`config.mk`:
```
export PLATFORM = sky130hd
export DESIGN_NAME = sobel_edge_map_writer
export DESIGN_NICKNAME = d
export VERILOG_FILES = /design/src/rtl/sobel_edge_map_writer.sv
export SDC_FILE = /design/constraint.sdc
export NUM_CORES = 1
export LEC_CHECK = 0
export ABC_AREA = 1
export CAP_MARGIN = 15
export CORE_MARGIN = 5
export CORE_UTILIZATION = 49
export CTS_CLUSTER_SIZE = 16
export DETAILED_ROUTE_END_ITERATION = 10
export PLACE_DENSITY = 0.75
export SLEW_MARGIN = 0
export SYNTH_ARGS = -nofsm -noshare
export SYNTH_HDL_FRONTEND = slang
export SYNTH_SLANG_ARGS = --single-unit
export TNS_END_PERCENT = 1
```
`constraint.sdc`:
```
create_clock -name clk -period 1.87 [get_ports clk]
set_input_delay 0.374 -clock clk [delete_from_list [all_inputs] [get_ports clk]]
set_output_delay 0.374 -clock clk [all_outputs]
set_load 0.05 [all_outputs]
```
`src/rtl/sobel_edge_map_writer.sv`:
```
// Captures one frame of the 1-bit Sobel edge stream, packs it MSB-first into
// row-padded bytes, writes them to a byte-wide RAM and counts edge pixels.
module sobel_edge_map_writer #(
  parameter int IMG_WIDTH  = 256,
  parameter int IMG_HEIGHT = 256,
  parameter int ADDR_W     = 13,
  parameter int CNT_W      = 17
) (
  input  logic              clk,
  input  logic              rst,
  input  logic              start,
  input  logic              edge_in,
  input  logic              edge_valid,
  output logic              mem_we,
  output logic [ADDR_W-1:0] mem_addr,
  output logic [7:0]        mem_wdata,
  output logic              busy,
  output logic              frame_done,
  output logic [CNT_W-1:0]  edge_count,
  output logic [1:0]        dbg_state
);

  localparam int OUT_W  = IMG_WIDTH - 2;
  localparam int OUT_H  = IMG_HEIGHT - 2;
  localparam int BPR    = (OUT_W + 7) / 8;
  localparam int COL_W  = (OUT_W > 1) ? $clog2(OUT_W) : 1;
  localparam int ROW_W  = (OUT_H > 1) ? $clog2(OUT_H) : 1;
  localparam int BYTE_W = (BPR > 1) ? $clog2(BPR) : 1;

  typedef enum logic [1:0] {
    S_IDLE    = 2'd0,
    S_CAPTURE = 2'd1,
    S_DONE    = 2'd2
  } state_e;

  state_e state_q, state_d;

  logic [COL_W-1:0]  col_q, col_d;
  logic [ROW_W-1:0]  row_q, row_d;
  logic [2:0]        bit_idx_q, bit_idx_d;
  logic [BYTE_W-1:0] byte_idx_q, byte_idx_d;
  logic [7:0]        acc_q, acc_d;
  logic [CNT_W-1:0]  edge_count_q, edge_count_d;
  logic              mem_we_q, mem_we_d;
  logic [ADDR_W-1:0] mem_addr_q, mem_addr_d;
  logic [7:0]        mem_wdata_q, mem_wdata_d;
  logic              frame_done_q, frame_done_d;

  logic       last_col, last_row, byte_done;
  logic [7:0] acc_next;

  assign last_col  = (col_q == COL_W'(OUT_W - 1));
  assign last_row  = (row_q == ROW_W'(OUT_H - 1));
  assign byte_done = (bit_idx_q == 3'd7) || last_col;
  assign acc_next  = edge_in ? (acc_q | (8'h80 >> bit_idx_q)) : acc_q;

  // FSM: state register
  always_ff @(posedge clk) begin
    if (rst) state_q <= S_IDLE;
    else     state_q <= state_d;
  end

  // FSM: next state
  always_comb begin
    state_d = state_q;
    case (state_q)
      S_IDLE:    if (start) state_d = S_CAPTURE;
      S_CAPTURE: if (edge_valid && last_col && last_row) state_d = S_DONE;
      S_DONE:    state_d = S_IDLE;
      default:   state_d = S_IDLE;
    endcase
  end

  // FSM: outputs
  always_comb begin
    busy      = (state_q != S_IDLE);
    dbg_state = state_q;
  end

  // Datapath next-state; the write strobe is registered so it lands one
  // cycle after the valid that completes a byte.
  always_comb begin
    col_d        = col_q;
    row_d        = row_q;
    bit_idx_d    = bit_idx_q;
    byte_idx_d   = byte_idx_q;
    acc_d        = acc_q;
    edge_count_d = edge_count_q;
    mem_we_d     = 1'b0;
    mem_addr_d   = mem_addr_q;
    mem_wdata_d  = mem_wdata_q;
    frame_done_d = 1'b0;
    case (state_q)
      S_IDLE: begin
        if (start) begin
          col_d        = '0;
          row_d        = '0;
          bit_idx_d    = '0;
          byte_idx_d   = '0;
          acc_d        = '0;
          edge_count_d = '0;
        end
      end
      S_CAPTURE: begin
        if (edge_valid) begin
          if (edge_in && (edge_count_q != {CNT_W{1'b1}}))
            edge_count_d = edge_count_q + CNT_W'(1);
          if (byte_done) begin
            mem_we_d     = 1'b1;
            mem_addr_d   = ADDR_W'(32'(row_q) * 32'(BPR) + 32'(byte_idx_q));
            mem_wdata_d  = acc_next;
            acc_d        = '0;
            bit_idx_d    = '0;
            byte_idx_d   = last_col ? '0 : byte_idx_q + BYTE_W'(1);
            frame_done_d = last_col && last_row;
          end else begin
            acc_d     = acc_next;
            bit_idx_d = bit_idx_q + 3'd1;
          end
          if (last_col) begin
            col_d = '0;
            row_d = row_q + ROW_W'(1);
          end else begin
            col_d = col_q + COL_W'(1);
          end
        end
      end
      default: ;
    endcase
  end

  always_ff @(posedge clk) begin
    if (rst) begin
      col_q        <= '0;
      row_q        <= '0;
      bit_idx_q    <= '0;
      byte_idx_q   <= '0;
      acc_q        <= '0;
      edge_count_q <= '0;
      mem_we_q     <= 1'b0;
      mem_addr_q   <= '0;
      mem_wdata_q  <= '0;
      frame_done_q <= 1'b0;
    end else begin
      col_q        <= col_d;
      row_q        <= row_d;
      bit_idx_q    <= bit_idx_d;
      byte_idx_q   <= byte_idx_d;
      acc_q        <= acc_d;
      edge_count_q <= edge_count_d;
      mem_we_q     <= mem_we_d;
      mem_addr_q   <= mem_addr_d;
      mem_wdata_q  <= mem_wdata_d;
      frame_done_q <= frame_done_d;
    end
  end

  assign mem_we     = mem_we_q;
  assign mem_addr   = mem_addr_q;
  assign mem_wdata  = mem_wdata_q;
  assign frame_done = frame_done_q;
  assign edge_count = edge_count_q;

endmodule

```
[Yosys cells after proc, flatten, opt, wreduce, memory -nomap -nowiden]
Cells that the tools add are included.
Operators by class
  $add $sub $neg: 6
  equal/unequal tests: 11
  shift operators: 1
  mux-type cells: 28
  bitwise gates (word level): 4
  reductions and logical operators: 16
Operators by type and width (number)
  two-way mux 8 bit: 8
  two-way mux 17 bit: 3
  one-hot mux 8 bit (2 select lines): 3
  one-hot mux 17 bit (2 select lines): 1
  two-way mux 5 bit: 4
  adder 17 x 1 -> 17 bit (second input constant): 1
  != test 17 bit (second input constant): 1
  adder 8 x 1 -> 8 bit (second input constant): 2
  equality test 8 bit (second input constant): 2
  adder 13 x 5 -> 13 bit: 1
  != test 2 bit (second input constant): 6
  AND reduction 4 bit: 3
  one-hot mux 5 bit (2 select lines): 1
  two-way mux 3 bit: 3
  OR 8 bit: 1
  >> shifter 8 x 3 -> 8 bit (first input constant): 1
  one-hot mux 3 bit (2 select lines): 1
  AND reduction 3 bit: 2
  adder 5 x 1 -> 5 bit (second input constant): 1
  logical AND 1 bit: 4
  two-way mux 2 bit: 2
  one-hot mux 2 bit (2 select lines): 1
  nonzero test 2 bit: 2
  OR reduction 4 bit: 1
  other kinds (9): 11
Word-level totals
  flip-flop bits (word level): 74
  bits of input ports: 5
  output and inout bits: 43
  word-level logic and storage cells: 77

[Longest topological paths before layout]
Gate-level depths: netlist of run 1.
  depth in word-level cells: 6
  depth in mapped cells: 15
  gate-level depth less buffers: 15

[Worst setup path after synthesis of run 1]
No wires, ideal clock.
  path type: register to register
  from: register edge_count_q[1], in the netlist edge_count[1]
  to: register edge_count_q[2], in the netlist edge_count[2]
  data arrival time: 2237 ps
  slack: -484 ps
  stages on the path, launching flop included: 15
  path buffers: 1
  period minus slack after synthesis: 2354 ps
  path through: dfxtp_1 > ha_1 > nand2_1 > nor2_1 > nand2_1 > nor3_1 > ha_1 > inv_1 > nand2_1 > nand2_1 > nand2_2 > buf_6 > nor2_1 > o21ai_0 > nor2_1
Between the ends
  longest elaborated chain between the ends: 4
Ends and longest elaborated chain
  from (decl): line 43  | logic [CNT_W-1:0] edge_count_q, edge_count_d;
  from (signal assigned): line 150  | edge_count_q <= edge_count_d;
  adder 17 x 1 -> 17 bit or != test 17 bit (tied branches): line 107, 106
  two-way mux 17 bit or logical AND 1 bit (tied branches): line 106  | if (edge_in && (edge_count_q != {CNT_W{1'b1}}))
  two-way mux 17 bit or != test 2 bit (tied branches)
  one-hot mux 17 bit (2 select lines) or AND reduction 4 bit (tied branches)
Several ways; a longest one is shown, not always the timed one. The select of a mux whose other input is x is not followed.
A chain may end at the register's enable or synchronous reset.

[Worst setup path in the final report of run 1]
  from: register edge_count_q[0], in the netlist edge_count[0]
  to: register edge_count_q[11], in the netlist edge_count[11]
Same word-level chain as after synthesis.

==> metrics.txt, run 1 <==
# TYPE chip_impl_metric gauge
chip_impl_metric{name="grt_remaining_overflow",unit=""} 0
chip_impl_info{name="tritoncts_clock_tree",value="built"} 1
chip_impl_info{name="synth.top_cells.by_area",value="sky130_fd_sc_hd__dfxtp_1 (43%), sky130_fd_sc_hd__nand2_1 (11%), sky130_fd_sc_hd__nor2_1 (8.2%)"} 1
chip_impl_metric{name="maxCapViolations",unit=""} 0
chip_impl_metric{name="finalSetupViolCount",unit=""} 0
chip_impl_metric{name="fraction_of_final_layout_cells_with_drive_strength_greater_than_1",unit=""} 0.2410
chip_impl_metric{name="portBuffers",unit=""} 47
chip_impl_metric{name="grt_pass1_wl",unit="µm"} 14460
chip_impl_metric{name="synth-seq-area-share",unit=""} 0.4274
chip_impl_metric{name="drt-initial-drc-count",unit=""} 166
chip_impl_metric{name="max-vdd-ir-drop",unit="µV"} 432.0
chip_impl_metric{name="row_count",unit=""} 30
chip_impl_metric{name="dpl.hpwl",unit="µm"} 6374
chip_impl_metric{name="post_layout_nonfiller_instances",unit=""} 681
chip_impl_metric{name="syn_inst",unit=""} 489
chip_impl_metric{name="routed-via-count",unit=""} 3404
chip_impl_metric{name="max_freq",unit="MHz"} 538.0
chip_impl_metric{name="design.core.area",unit="mm²"} 0.006832
chip_impl_metric{name="floorplan.initialDensity",unit=""} 0.5073
chip_impl_info{name="min-delay-path-class",value="flip-flop to flip-flop"} 1
chip_impl_metric{name="cellPowerDensity",unit="mW/mm²"} 713.6
chip_impl_metric{name="final.min_clock_period",unit="ns"} 1.859
chip_impl_metric{name="crit_fanout",unit=""} 7
chip_impl_metric{name="timing_worst_slew_pin_value",unit="ns"} 0.5184
chip_impl_metric{name="cts.path.max_buffers",unit=""} 2
chip_impl_info{name="grt_setup_unrepaired",value="true"} 1
chip_impl_metric{name="sequential_cell_area",unit="mm²"} 0.001503
chip_impl_metric{name="yosysUniqueCellTypes",unit=""} 31
chip_impl_metric{name="route.detailed.vias_per_inst",unit=""} 4.999
chip_impl_metric{name="area.growth.synth_to_final",unit="%"} 33.32
chip_impl_metric{name="timing_max_transition_violations_final",unit=""} 0
chip_impl_metric{name="clk_transition_reported_paths",unit="ns"} 0.08
chip_impl_metric{name="dp_worst_setup_slack",unit="ns"} -0.09045
chip_impl_metric{name="postSynthRegisterBits",unit=""} 74
chip_impl_metric{name="place_area",unit="mm²"} 0.004329
chip_impl_metric{name="fp.dieH",unit="µm"} 94.10
chip_impl_metric{name="multi_input_area",unit="mm²"} 0.001809
chip_impl_metric{name="layout_worst_path_cycle_share",unit=""} 0.9940
chip_impl_metric{name="synth_area_per_cell",unit="µm²"} 7.088
chip_impl_metric{name="setup_ws",unit="ns"} 0.01118
chip_impl_metric{name="timing_hold_violations_final",unit=""} 0
chip_impl_metric{name="pin_count_of_the_biggest_net_entering_global_routing",unit=""} 21
chip_impl_metric{name="synthesis.area",unit="mm²"} 0.003466
chip_impl_metric{name="fillers",unit=""} 588
chip_impl_metric{name="insertedDiodeCount",unit=""} 0
chip_impl_metric{name="gp_congestion",unit=""} 0.9167
chip_impl_metric{name="final_design_utilization",unit=""} 0.6764
chip_impl_metric{name="drt.antenna.violating_nets",unit=""} 0
chip_impl_metric{name="timing.max_slew.rel_slack",unit=""} 0.6558
chip_impl_metric{name="tns",unit="ns"} 0
chip_impl_metric{name="detail_route.first_pass.iterations",unit=""} 4
chip_impl_info{name="timing.hold.worst.start",value="acc_q[0]"} 1
chip_impl_metric{name="grt_pass1_vias",unit=""} 3295
chip_impl_metric{name="clk-insertion-delay-late",unit="ns"} 0.35
chip_impl_metric{name="worst_clock_skew",unit="ns"} 0.01360
chip_impl_metric{name="sinks_on_clock_net",unit=""} 74
chip_impl_metric{name="number_of_antenna_violations_at_the_first_check_in_global_routing",unit=""} 0
chip_impl_info{name="run_status",value="finished clean"} 1
chip_impl_metric{name="layout.cell_area.non_filler",unit="mm²"} 0.004621
chip_impl_metric{name="post-synth-top-area-fraction",unit=""} 0.4274
chip_impl_info{name="timing.critical_path.from_type",value="flip-flop"} 1
chip_impl_metric{name="placedCellCount",unit=""} 664
chip_impl_info{name="r2r-start",value="edge_count[0]"} 1
chip_impl_info{name="critical_path.startpoint",value="edge_count[0]"} 1
chip_impl_metric{name="die_w",unit="µm"} 94.10
chip_impl_metric{name="cp_data_arrival_time",unit="ns"} 2.14
chip_impl_metric{name="syn-num-nets",unit=""} 507
chip_impl_metric{name="cts.hold.buffers_added",unit=""} 0
chip_impl_metric{name="cts.htree.levels",unit=""} 3
chip_impl_info{name="critical_path.endpoint_type",value="flip-flop"} 1
chip_impl_metric{name="layout.nets",unit=""} 599
chip_impl_metric{name="worst_ep_required_time",unit="ns"} 2.15
chip_impl_info{name="crit_type",value="flip-flop to flip-flop"} 1
chip_impl_metric{name="synth.yosys.warnings",unit=""} 0
chip_impl_metric{name="cts_inserted_buffers",unit=""} 9
chip_impl_metric{name="wl",unit="µm"} 8468
chip_impl_info{name="clock_root_buffer",value="sky130_fd_sc_hd__clkbuf_8"} 1
chip_impl_metric{name="design.die.area",unit="mm²"} 0.008855
chip_impl_metric{name="boundaryPins",unit=""} 48
chip_impl_metric{name="static-leakage-power",unit="nW"} 1.992
chip_impl_info{name="yosys.area.top_type",value="sky130_fd_sc_hd__dfxtp_1"} 1
chip_impl_metric{name="detail_route.drc_violations",unit=""} 0
chip_impl_metric{name="wire_per_inst",unit="µm"} 12.43
chip_impl_metric{name="grt_usage",unit=""} 0.2023
## final timing paths
path / end / slack, ns / cells past startpoint
min: acc_q[0] / 0.43 / 2
max reg2reg: edge_count[11] / 0.01 / 15
max: edge_count[11] / 0.01 / 15
min reg2reg: acc_q[0] / 0.43 / 2
## synth_stat cells
| cell type | count |
|---|---|
| sky130_fd_sc_hd__nand2_1 | 103 |
| sky130_fd_sc_hd__nor2_1 | 76 |
| sky130_fd_sc_hd__dfxtp_1 | 74 |
| sky130_fd_sc_hd__nand3_1 | 51 |
| sky130_fd_sc_hd__a21oi_1 | 50 |
| sky130_fd_sc_hd__inv_1 | 47 |
| sky130_fd_sc_hd__ha_1 | 13 |
| sky130_fd_sc_hd__o21ai_0 | 12 |
| sky130_fd_sc_hd__buf_2 | 8 |
| sky130_fd_sc_hd__nand4_1 | 8 |
| sky130_fd_sc_hd__xor2_1 | 7 |
| sky130_fd_sc_hd__nand2_2 | 5 |
| sky130_fd_sc_hd__clkbuf_1 | 4 |
| sky130_fd_sc_hd__nor3_1 | 4 |
| sky130_fd_sc_hd__or2_2 | 4 |
| sky130_fd_sc_hd__nor2_2 | 3 |
| sky130_fd_sc_hd__o21a_1 | 3 |
| sky130_fd_sc_hd__a31oi_1 | 2 |
| sky130_fd_sc_hd__buf_4 | 2 |
| sky130_fd_sc_hd__nor4_1 | 2 |
| sky130_fd_sc_hd__a211oi_1 | 1 |
| sky130_fd_sc_hd__a21o_1 | 1 |
| sky130_fd_sc_hd__and3_2 | 1 |
| sky130_fd_sc_hd__buf_6 | 1 |
| sky130_fd_sc_hd__clkinv_1 | 1 |
| sky130_fd_sc_hd__inv_2 | 1 |
| sky130_fd_sc_hd__nor2_4 | 1 |
| sky130_fd_sc_hd__o211ai_1 | 1 |
| sky130_fd_sc_hd__o21bai_1 | 1 |
| sky130_fd_sc_hd__o31ai_1 | 1 |
| sky130_fd_sc_hd__o32ai_1 | 1 |
## critical path: stages, from the launching register on
cell	delay (ns)
sky130_fd_sc_hd__dfxtp_4	0.36
sky130_fd_sc_hd__ha_4	0.15
sky130_fd_sc_hd__nand2_4	0.06
sky130_fd_sc_hd__nor2_4	0.09
sky130_fd_sc_hd__nand2_2	0.07
sky130_fd_sc_hd__nor3_2	0.18
sky130_fd_sc_hd__ha_2	0.20
sky130_fd_sc_hd__inv_2	0.03
sky130_fd_sc_hd__nand2_2	0.06
sky130_fd_sc_hd__nand2_4	0.06
sky130_fd_sc_hd__nand2_4	0.11
sky130_fd_sc_hd__buf_6	0.15
sky130_fd_sc_hd__nor2_4	0.06
sky130_fd_sc_hd__nand2_1	0.05
sky130_fd_sc_hd__nand2_1	0.06
sky130_fd_sc_hd__a21oi_1	0.11
## routing by layer
metal	GRT usage	up-vias	wire length, µm
met5	0	-	0
met4	0.08544	0	125
met3	0.03926	12	329
met2	0.3406	53	4158
met1	0.2509	1572	3855
li1	-	1767	-
## sequential cells by signal, indices dropped and copies added, names as in the netlist, 3 cells and up
register,cells
col_q,8
bit_idx_q,3
acc_q,8
mem_addr,13
mem_wdata,8
row_q,8
edge_count,17
byte_idx_q,5
## timing repair
action | 4_1_cts | 5_1_grt
gates resized for setup | 10 | 23
setup buffers | 0 | 2
pin swaps | 0 | 6
endpoints found under the setup margin | 22 | 22
## logic make-up (layout without fill, tap and decap cells)
logic type / count (synthesis) / count (layout) / share of synthesized area
AND/OR/NAND/NOR: 258 / 258 / 0.3184
flip-flops: 74 / 74 / 0.4274
AO/OA/AOI/OAI: 73 / 73 / 0.1130
buffers and inverters: 64 / 160 / 0.07653
adder cells (fa/ha/maj): 13 / 13 / 0.04693
XOR/XNOR: 7 / 7 / 0.01769
## power breakdown
group / switching [W] / internal, W
Clock: 0.000606 / 0.000748
Sequential: 0.0000190 / 0.00159
Combinational: 0.000203 / 0.000132
Total: 0.000828 / 0.00247
## layout by cell type, fill, tap and decap left out, drive strengths merged, types with 5 or more instances in the layout
cell type	count
nand2	108
buf	81
nor2	80
dfxtp	74
nand3	51
a21oi	50
inv	49
ha	13
o21ai	12
clkbuf	9
dlygate4sd2	9
nand4	8
xor2	7
clkdlybuf4s50	5
## area by class of cell
type,count,share of cell area
clock buffers,9,0.02681
clock inverters,6,0.01950
inverters,49,0.03980
multi-input cells,351,0.3916
flip-flops and latches,74,0.3252
well taps,96,0.02600
repair buffers,96,0.1711
## stage by stage
step           total power (W)  hold slack [ns]
2_1_floorplan         0.001824           0.4081
3_3_place_gp          0.001949           0.4174
3_5_place_dp          0.001957           0.4212
4_1_cts               0.003299           0.4323
6_report              0.003297           0.4342
5_1_grt               0.003426           0.4495
Note: power is estimated with default switching activity, not from simulation.
==> run 2, diff against run 1 <==
CORE_UTILIZATION = 30   (was 49)
PLACE_DENSITY = 0.5   (was 0.75)
==> run 2 against run 1 <==
Compared with the run above: the flow now finishes with violations (setup timing); clock skew shrank 0.0044 ns; final cell count rose by 8.2%; non-clock buffer count up 7; critical path type unchanged; largest cell class unchanged; largest power group is now clock.
==> metrics.txt, run 2 (synthesis results as in run 1) <==
# TYPE chip_impl_metric gauge
chip_impl_metric{name="floorplan.initialDensity",unit=""} 0.3048
chip_impl_metric{name="clk_transition_reported_paths",unit="ns"} 0.06
chip_impl_metric{name="grt_remaining_overflow",unit=""} 0
chip_impl_metric{name="sinks_on_clock_net",unit=""} 74
chip_impl_info{name="failing_checks",value="setup timing"} 1
chip_impl_info{name="grt_setup_unrepaired",value="true"} 1
chip_impl_metric{name="timing_worst_slew_pin_value",unit="ns"} 0.4928
chip_impl_metric{name="portBuffers",unit=""} 47
chip_impl_metric{name="timing_max_transition_violations_final",unit=""} 0
chip_impl_metric{name="die_w",unit="µm"} 117.5
chip_impl_metric{name="placedCellCount",unit=""} 716
chip_impl_metric{name="cts_inserted_buffers",unit=""} 9
chip_impl_info{name="crit_type",value="flip-flop to flip-flop"} 1
chip_impl_info{name="tritoncts_clock_tree",value="built"} 1
chip_impl_metric{name="layout_worst_path_cycle_share",unit=""} 1.001
chip_impl_metric{name="grt_pass1_wl",unit="µm"} 15660
chip_impl_metric{name="dp_worst_setup_slack",unit="ns"} -0.1189
chip_impl_metric{name="layout.nets",unit=""} 607
chip_impl_metric{name="routed-via-count",unit=""} 3384
chip_impl_metric{name="cp_data_arrival_time",unit="ns"} 2.10
chip_impl_metric{name="sequential_cell_area",unit="mm²"} 0.001503
chip_impl_metric{name="wl",unit="µm"} 8992
chip_impl_metric{name="timing_hold_violations_final",unit=""} 0
chip_impl_metric{name="drt-initial-drc-count",unit=""} 116
chip_impl_metric{name="design.core.area",unit="mm²"} 0.01137
chip_impl_metric{name="detail_route.drc_violations",unit=""} 0
chip_impl_metric{name="boundaryPins",unit=""} 48
chip_impl_info{name="min-delay-path-class",value="flip-flop to flip-flop"} 1
chip_impl_metric{name="largest_register_ffs",unit=""} 17
chip_impl_metric{name="fin_hold_ws",unit="ns"} 0.4281
chip_impl_metric{name="number_of_antenna_violations_at_the_first_check_in_global_routing",unit=""} 0
chip_impl_metric{name="dpl.hpwl",unit="µm"} 6743
chip_impl_info{name="critical_path.endpoint_type",value="flip-flop"} 1
chip_impl_metric{name="worst_clock_skew",unit="ns"} 0.009218
chip_impl_info{name="clock_root_buffer",value="sky130_fd_sc_hd__clkbuf_16"} 1
chip_impl_metric{name="cts.htree.levels",unit=""} 3
chip_impl_metric{name="timing.max_slew.rel_slack",unit=""} 0.6705
chip_impl_metric{name="crit_fanout",unit=""} 5
chip_impl_metric{name="grt_usage",unit=""} 0.1362
chip_impl_metric{name="fp.dieH",unit="µm"} 117.5
chip_impl_metric{name="place_area",unit="mm²"} 0.004395
chip_impl_metric{name="clk-insertion-delay-late",unit="ns"} 0.34
chip_impl_metric{name="post_layout_nonfiller_instances",unit=""} 737
chip_impl_metric{name="drt.antenna.violating_nets",unit=""} 0
chip_impl_metric{name="wire_per_inst",unit="µm"} 12.20
chip_impl_metric{name="detail_route.first_pass.iterations",unit=""} 4
chip_impl_metric{name="layout.cell_area.non_filler",unit="mm²"} 0.004815
chip_impl_metric{name="setup_ws",unit="ns"} -0.001954
chip_impl_metric{name="finalSetupViolCount",unit=""} 1
chip_impl_metric{name="cts.hold.buffers_added",unit=""} 0
chip_impl_info{name="run_status",value="finished with violations"} 1
chip_impl_metric{name="area.growth.synth_to_final",unit="%"} 38.92
chip_impl_metric{name="route.detailed.vias_per_inst",unit=""} 4.592
chip_impl_metric{name="multi_input_area",unit="mm²"} 0.001832
chip_impl_metric{name="design_power_total",unit="W"} 0.003688
chip_impl_metric{name="design.die.area",unit="mm²"} 0.01380
chip_impl_info{name="timing.critical_path.from_type",value="flip-flop"} 1
chip_impl_metric{name="cts.path.max_buffers",unit=""} 2
chip_impl_metric{name="maxCapViolations",unit=""} 0
chip_impl_metric{name="gp_congestion",unit=""} 0.7870
chip_impl_metric{name="worst_ep_required_time",unit="ns"} 2.10
chip_impl_metric{name="row_count",unit=""} 39
chip_impl_metric{name="fillers",unit=""} 1178
chip_impl_metric{name="max-vdd-ir-drop",unit="µV"} 409.1
chip_impl_metric{name="final.min_clock_period",unit="ns"} 1.872
chip_impl_info{name="final_cell_mix",value="sky130_fd_sc_hd__nand2_1 (97), sky130_fd_sc_hd__buf_4 (92), sky130_fd_sc_hd__nor2_1 (73)"} 1
chip_impl_metric{name="fraction_of_final_layout_cells_with_drive_strength_greater_than_1",unit=""} 0.2643
chip_impl_metric{name="grt_pass1_vias",unit=""} 3327
chip_impl_metric{name="pin_count_of_the_biggest_net_entering_global_routing",unit=""} 24
chip_impl_metric{name="cellPowerDensity",unit="mW/mm²"} 766.0
chip_impl_metric{name="insertedDiodeCount",unit=""} 0
chip_impl_metric{name="max_freq",unit="MHz"} 534.2
chip_impl_info{name="final_common_cell",value="sky130_fd_sc_hd__nand2_1"} 1
chip_impl_metric{name="static-leakage-power",unit="nW"} 2.040
==> run 2: changes by cell type in the layout (fill, tap and decap cells not counted), sizes merged <==
cell | previous run | this run
clkdlybuf4s50 | 5 | 6
nand2 | 108 | 109
bufinv | 2 | 1
inv | 49 | 48
clkbuf | 9 | 12
dlymetal6s2s | 1 | 0
dlygate4sd2 | 9 | 2
buf | 81 | 95
==> run 2: cell type report <==
type | count | share of cell area
timing repair buffer | 103 | 0.1702
tap | 143 | 0.03716
clock buffer | 12 | 0.05120
sequential | 74 | 0.3121
clock inverter | 4 | 0.01065
inverter | 49 | 0.03820
multi-input combinational | 352 | 0.3805
==> run 2: path summary, 6_finish.rpt <==
check | start | endpoint | slack [ns] | cells past startpoint
worst max-delay path | edge_count[1] | edge_count[11] | -0.002 | 14
worst min-delay path | acc_q[0] | acc_q[0] | 0.43 | 2
worst max register to register | edge_count[1] | edge_count[11] | -0.002 | 14
worst min register to register | acc_q[0] | acc_q[0] | 0.43 | 2
==> run 2: power by group <==
part	internal, W	switching, W	total [W]
clock	0.00107	0.000667	0.00174
sequential	0.00159	0.0000195	0.00161
combinational	0.000136	0.000204	0.000340
==> run 2: repair_timing <==
action                                  in CTS  in global routing
setup buffers                                2                  2
gates resized for setup                      6                 21
pin swaps                                    1                 11
gates cloned                                 1                  0
endpoints found under the setup margin      13                 19
==> run 2: stage by stage <==
stage | TNS (ns) | utilization
global route | -1.754 | 0.4235
CTS | -0.1240 | 0.4160
floorplan | -0.04163 | -
finish | -0.001954 | 0.4235
detailed placement | -0.7375 | 0.3866
global placement | -1.163 | 0.3866
==> run 2: critical path, cell delays in order (launching register included) <==
cell,delay (ns)
sky130_fd_sc_hd__dfxtp_4,0.35
sky130_fd_sc_hd__ha_4,0.14
sky130_fd_sc_hd__nand2_4,0.05
sky130_fd_sc_hd__nor2_4,0.11
sky130_fd_sc_hd__nand2_2,0.08
sky130_fd_sc_hd__nor3_4,0.18
sky130_fd_sc_hd__ha_2,0.20
sky130_fd_sc_hd__inv_2,0.03
sky130_fd_sc_hd__nand2_2,0.06
sky130_fd_sc_hd__nand2_4,0.07
sky130_fd_sc_hd__nand2_4,0.10
sky130_fd_sc_hd__buf_6,0.12
sky130_fd_sc_hd__nor2_4,0.04
sky130_fd_sc_hd__a21oi_1,0.17
sky130_fd_sc_hd__a21oi_2,0.04
==> run 2: metal layers <==
| layer | track usage | up-vias | part of all wire |
|---|---|---|---|
| li1 | - | 1790 | - |
| met1 | 0.1747 | 1537 | 0.49 |
| met2 | 0.2111 | 49 | 0.45 |
| met3 | 0.04181 | 8 | 0.045 |
| met4 | 0.05878 | 0 | 0.013 |
| met5 | 0 | - | 0 |
==> run 3, diff against run 2 <==
CORE_ASPECT_RATIO = 0.8   (was default)
CORE_MARGIN = 1.5   (was 5)
==> run 3 against run 2 <==
Compared with the run above: the flow now finishes without violations; clock power decreased by 10%; first-iteration DRC count increased by 88%; register-to-register slack improved by 0.03 ns; design area decreased by 0.83%; combinational power about the same; sequential cell count unchanged; non-clock buffer count unchanged.
==> metrics.txt, run 3 (synthesis results as in run 1) <==
# TYPE chip_impl_metric gauge
chip_impl_metric{name="route.detailed.vias_per_inst",unit=""} 4.517
chip_impl_metric{name="timing_worst_slew_pin_value",unit="ns"} 0.5016
chip_impl_metric{name="dp_worst_setup_slack",unit="ns"} -0.1854
chip_impl_metric{name="finalSetupViolCount",unit=""} 0
chip_impl_info{name="tritoncts_clock_tree",value="built"} 1
chip_impl_metric{name="layout.nets",unit=""} 607
chip_impl_info{name="r2r-start",value="edge_count[1]"} 1
chip_impl_metric{name="area.growth.synth_to_final",unit="%"} 37.76
chip_impl_info{name="min-delay-path-class",value="flip-flop to flip-flop"} 1
chip_impl_metric{name="setup_ws",unit="ns"} 0.03302
chip_impl_metric{name="cp_data_arrival_time",unit="ns"} 2.06
chip_impl_metric{name="drt.antenna.violating_nets",unit=""} 0
chip_impl_metric{name="insertedDiodeCount",unit=""} 0
chip_impl_info{name="crit_type",value="flip-flop to flip-flop"} 1
chip_impl_info{name="timing.critical_path.from_type",value="flip-flop"} 1
chip_impl_info{name="final_cell_mix",value="sky130_fd_sc_hd__nand2_1 (98), sky130_fd_sc_hd__buf_4 (89), sky130_fd_sc_hd__nor2_1 (75)"} 1
chip_impl_metric{name="power.combinational.fraction",unit=""} 0.098
chip_impl_metric{name="row_count",unit=""} 34
chip_impl_metric{name="timing_hold_violations_final",unit=""} 0
chip_impl_info{name="critical_path.endpoint_type",value="flip-flop"} 1
chip_impl_metric{name="grt_remaining_overflow",unit=""} 0
chip_impl_metric{name="drt-initial-drc-count",unit=""} 218
chip_impl_info{name="clock_root_buffer",value="sky130_fd_sc_hd__clkbuf_16"} 1
chip_impl_metric{name="gp_congestion",unit=""} 0.8054
chip_impl_metric{name="layout_worst_path_cycle_share",unit=""} 0.9823
chip_impl_metric{name="power.share.switching",unit=""} 0.2431
chip_impl_metric{name="portBuffers",unit=""} 47
chip_impl_metric{name="timing.max_slew.rel_slack",unit=""} 0.6651
chip_impl_metric{name="power_frac_seq",unit=""} 0.459
chip_impl_info{name="final_common_cell",value="sky130_fd_sc_hd__nand2_1"} 1
chip_impl_metric{name="max_freq",unit="MHz"} 544.4
chip_impl_metric{name="design.die.area",unit="mm²"} 0.01221
chip_impl_metric{name="die_w",unit="µm"} 123.2
chip_impl_metric{name="sinks_on_clock_net",unit=""} 74
chip_impl_metric{name="layout.cell_area.non_filler",unit="mm²"} 0.004775
chip_impl_metric{name="clk_transition_reported_paths",unit="ns"} 0.06
chip_impl_metric{name="switching_power",unit="W"} 0.0008534
chip_impl_metric{name="clk-insertion-delay-late",unit="ns"} 0.33
chip_impl_info{name="critical_path.startpoint",value="edge_count[1]"} 1
chip_impl_metric{name="power.share.clock",unit=""} 0.443
chip_impl_info{name="r2r-end",value="edge_count[6]"} 1
chip_impl_metric{name="wire_per_inst",unit="µm"} 12.20
chip_impl_metric{name="design.core.area",unit="mm²"} 0.01106
chip_impl_metric{name="power_report.internal_total",unit="W"} 0.002658
chip_impl_metric{name="grt_usage",unit=""} 0.1575
chip_impl_metric{name="max-vdd-ir-drop",unit="µV"} 428.8
chip_impl_metric{name="boundaryPins",unit=""} 48
chip_impl_metric{name="maxCapViolations",unit=""} 0
chip_impl_metric{name="cts.hold.buffers_added",unit=""} 0
chip_impl_metric{name="routed-via-count",unit=""} 3329
chip_impl_metric{name="number_of_antenna_violations_at_the_first_check_in_global_routing",unit=""} 0
chip_impl_metric{name="fp.dieH",unit="µm"} 99.14
chip_impl_metric{name="multi_input_area",unit="mm²"} 0.001799
chip_impl_metric{name="fillers",unit=""} 1149
chip_impl_metric{name="wl",unit="µm"} 8993
chip_impl_metric{name="reg2reg_setup_slack",unit="ns"} 0.03
chip_impl_metric{name="min_delay_path_depth",unit=""} 2
chip_impl_metric{name="cts.htree.levels",unit=""} 3
chip_impl_metric{name="cts_inserted_buffers",unit=""} 9
chip_impl_metric{name="static-leakage-power",unit="nW"} 2.083
chip_impl_metric{name="sequential_cell_area",unit="mm²"} 0.001503
chip_impl_metric{name="timing_max_transition_violations_final",unit=""} 0
chip_impl_metric{name="grt_pass1_vias",unit=""} 3123
chip_impl_info{name="cp-endpoint",value="edge_count[6]"} 1
chip_impl_metric{name="pin_count_of_the_biggest_net_entering_global_routing",unit=""} 22
chip_impl_metric{name="cts.path.max_buffers",unit=""} 2
chip_impl_metric{name="rr_worst_depth",unit=""} 14
chip_impl_metric{name="grt_pass1_wl",unit="µm"} 14970
chip_impl_metric{name="dpl.hpwl",unit="µm"} 6754
chip_impl_metric{name="final.min_clock_period",unit="ns"} 1.837
chip_impl_metric{name="cellPowerDensity",unit="mW/mm²"} 735.4
chip_impl_info{name="run_status",value="finished clean"} 1
chip_impl_metric{name="largest_register_ffs",unit=""} 17
chip_impl_info{name="timing.hold.worst.start",value="acc_q[0]"} 1
chip_impl_metric{name="fraction_of_final_layout_cells_with_drive_strength_greater_than_1",unit=""} 0.2462
chip_impl_metric{name="worst_ep_required_time",unit="ns"} 2.09
chip_impl_metric{name="floorplan.initialDensity",unit=""} 0.3133
chip_impl_info{name="grt_setup_unrepaired",value="true"} 1
chip_impl_metric{name="detail_route.first_pass.iterations",unit=""} 4
chip_impl_metric{name="crit_fanout",unit=""} 5
chip_impl_metric{name="place_area",unit="mm²"} 0.004397
chip_impl_metric{name="detail_route.drc_violations",unit=""} 0
chip_impl_metric{name="worst_clock_skew",unit="ns"} 0.005828
==> run 3: cell types whose count changed in the layout (fill, tap and decap cells not counted), moves of 2 or more <==
cell,before,now
sky130_fd_sc_hd__dlygate4sd2_1,2,0
sky130_fd_sc_hd__dlymetal6s2s_1,0,5
sky130_fd_sc_hd__nor2_1,73,75
sky130_fd_sc_hd__buf_4,92,89
sky130_fd_sc_hd__a21oi_1,46,49
sky130_fd_sc_hd__a21oi_2,4,1
==> run 3: per-stage QoR <==
step	std cells	hold WS (ns)	setup TNS (ns)	total power, W	utilization
global placement	716	0.4338	-0.1257	0.001962	0.3975
floorplan	489	0.4081	-0.04163	0.001824	-
detailed placement	716	0.4467	-1.200	0.001964	0.3975
CTS	734	0.4555	0	0.003548	0.4240
finish	737	0.4508	0	0.003511	0.4317
global route	737	0.4790	-0.4757	0.003669	0.4317
==> run 3: power by group through the flow <==
stage               Combinational (W)  Sequential, W  Clock [W]
floorplan                    0.000166        0.00166          0
global placement             0.000316        0.00165          0
detailed placement           0.000317        0.00165          0
CTS                          0.000331        0.00161    0.00160
global route                 0.000380        0.00161    0.00168
finish                       0.000342        0.00161    0.00156
==> run 3: worst min-delay path by stage <==
stage	to	slack, ns
2_1_floorplan	acc_q[0]	0.41
3_3_place_gp	acc_q[0]	0.43
3_5_place_dp	acc_q[0]	0.45
4_1_cts	acc_q[0]	0.46
5_1_grt	mem_addr[6]	0.48
6_report	acc_q[0]	0.45
==> run 3: routing by layer <==
| layer | global-route usage | vias to the layer above | part of all wire |
|---|---|---|---|
| li1 | - | 1785 | - |
| met2 | 0.2385 | 39 | 0.44 |
| met4 | 0.05924 | 0 | 0.015 |
| met3 | 0.04014 | 9 | 0.030 |
| met5 | 0 | - | 0 |
| met1 | 0.2158 | 1496 | 0.51 |
==> run 3: critical path: stages, from the launching register on <==
cell,delay [ns]
sky130_fd_sc_hd__dfxtp_4,0.35
sky130_fd_sc_hd__ha_4,0.14
sky130_fd_sc_hd__nand2_4,0.05
sky130_fd_sc_hd__nor2_4,0.11
sky130_fd_sc_hd__nand2_2,0.07
sky130_fd_sc_hd__nor3_2,0.16
sky130_fd_sc_hd__ha_2,0.19
sky130_fd_sc_hd__inv_2,0.04
sky130_fd_sc_hd__nand2_2,0.06
sky130_fd_sc_hd__nand2_4,0.07
sky130_fd_sc_hd__nand2_4,0.12
sky130_fd_sc_hd__inv_4,0.05
sky130_fd_sc_hd__nand2_2,0.06
sky130_fd_sc_hd__xor2_1,0.15
sky130_fd_sc_hd__nor2_1,0.06
==> run 3: layout make-up <==
type                            count  area share
Multi-Input combinational cell    352      0.3768
Tap cell                          144     0.03774
Sequential cell                    74      0.3147
Timing Repair Buffer              103      0.1764
Clock inverter                      2    0.002883
Clock buffer                       13     0.05241
Inverter                           49     0.03905
==> run 3: timing repair <==
| item | CTS | global route |
|---|---|---|
| pin swaps | 1 | 9 |
| gates cloned | 1 | 0 |
| setup buffers | 2 | 3 |
| resized for setup | 2 | 21 |
| setup endpoints to repair | 15 | 21 |
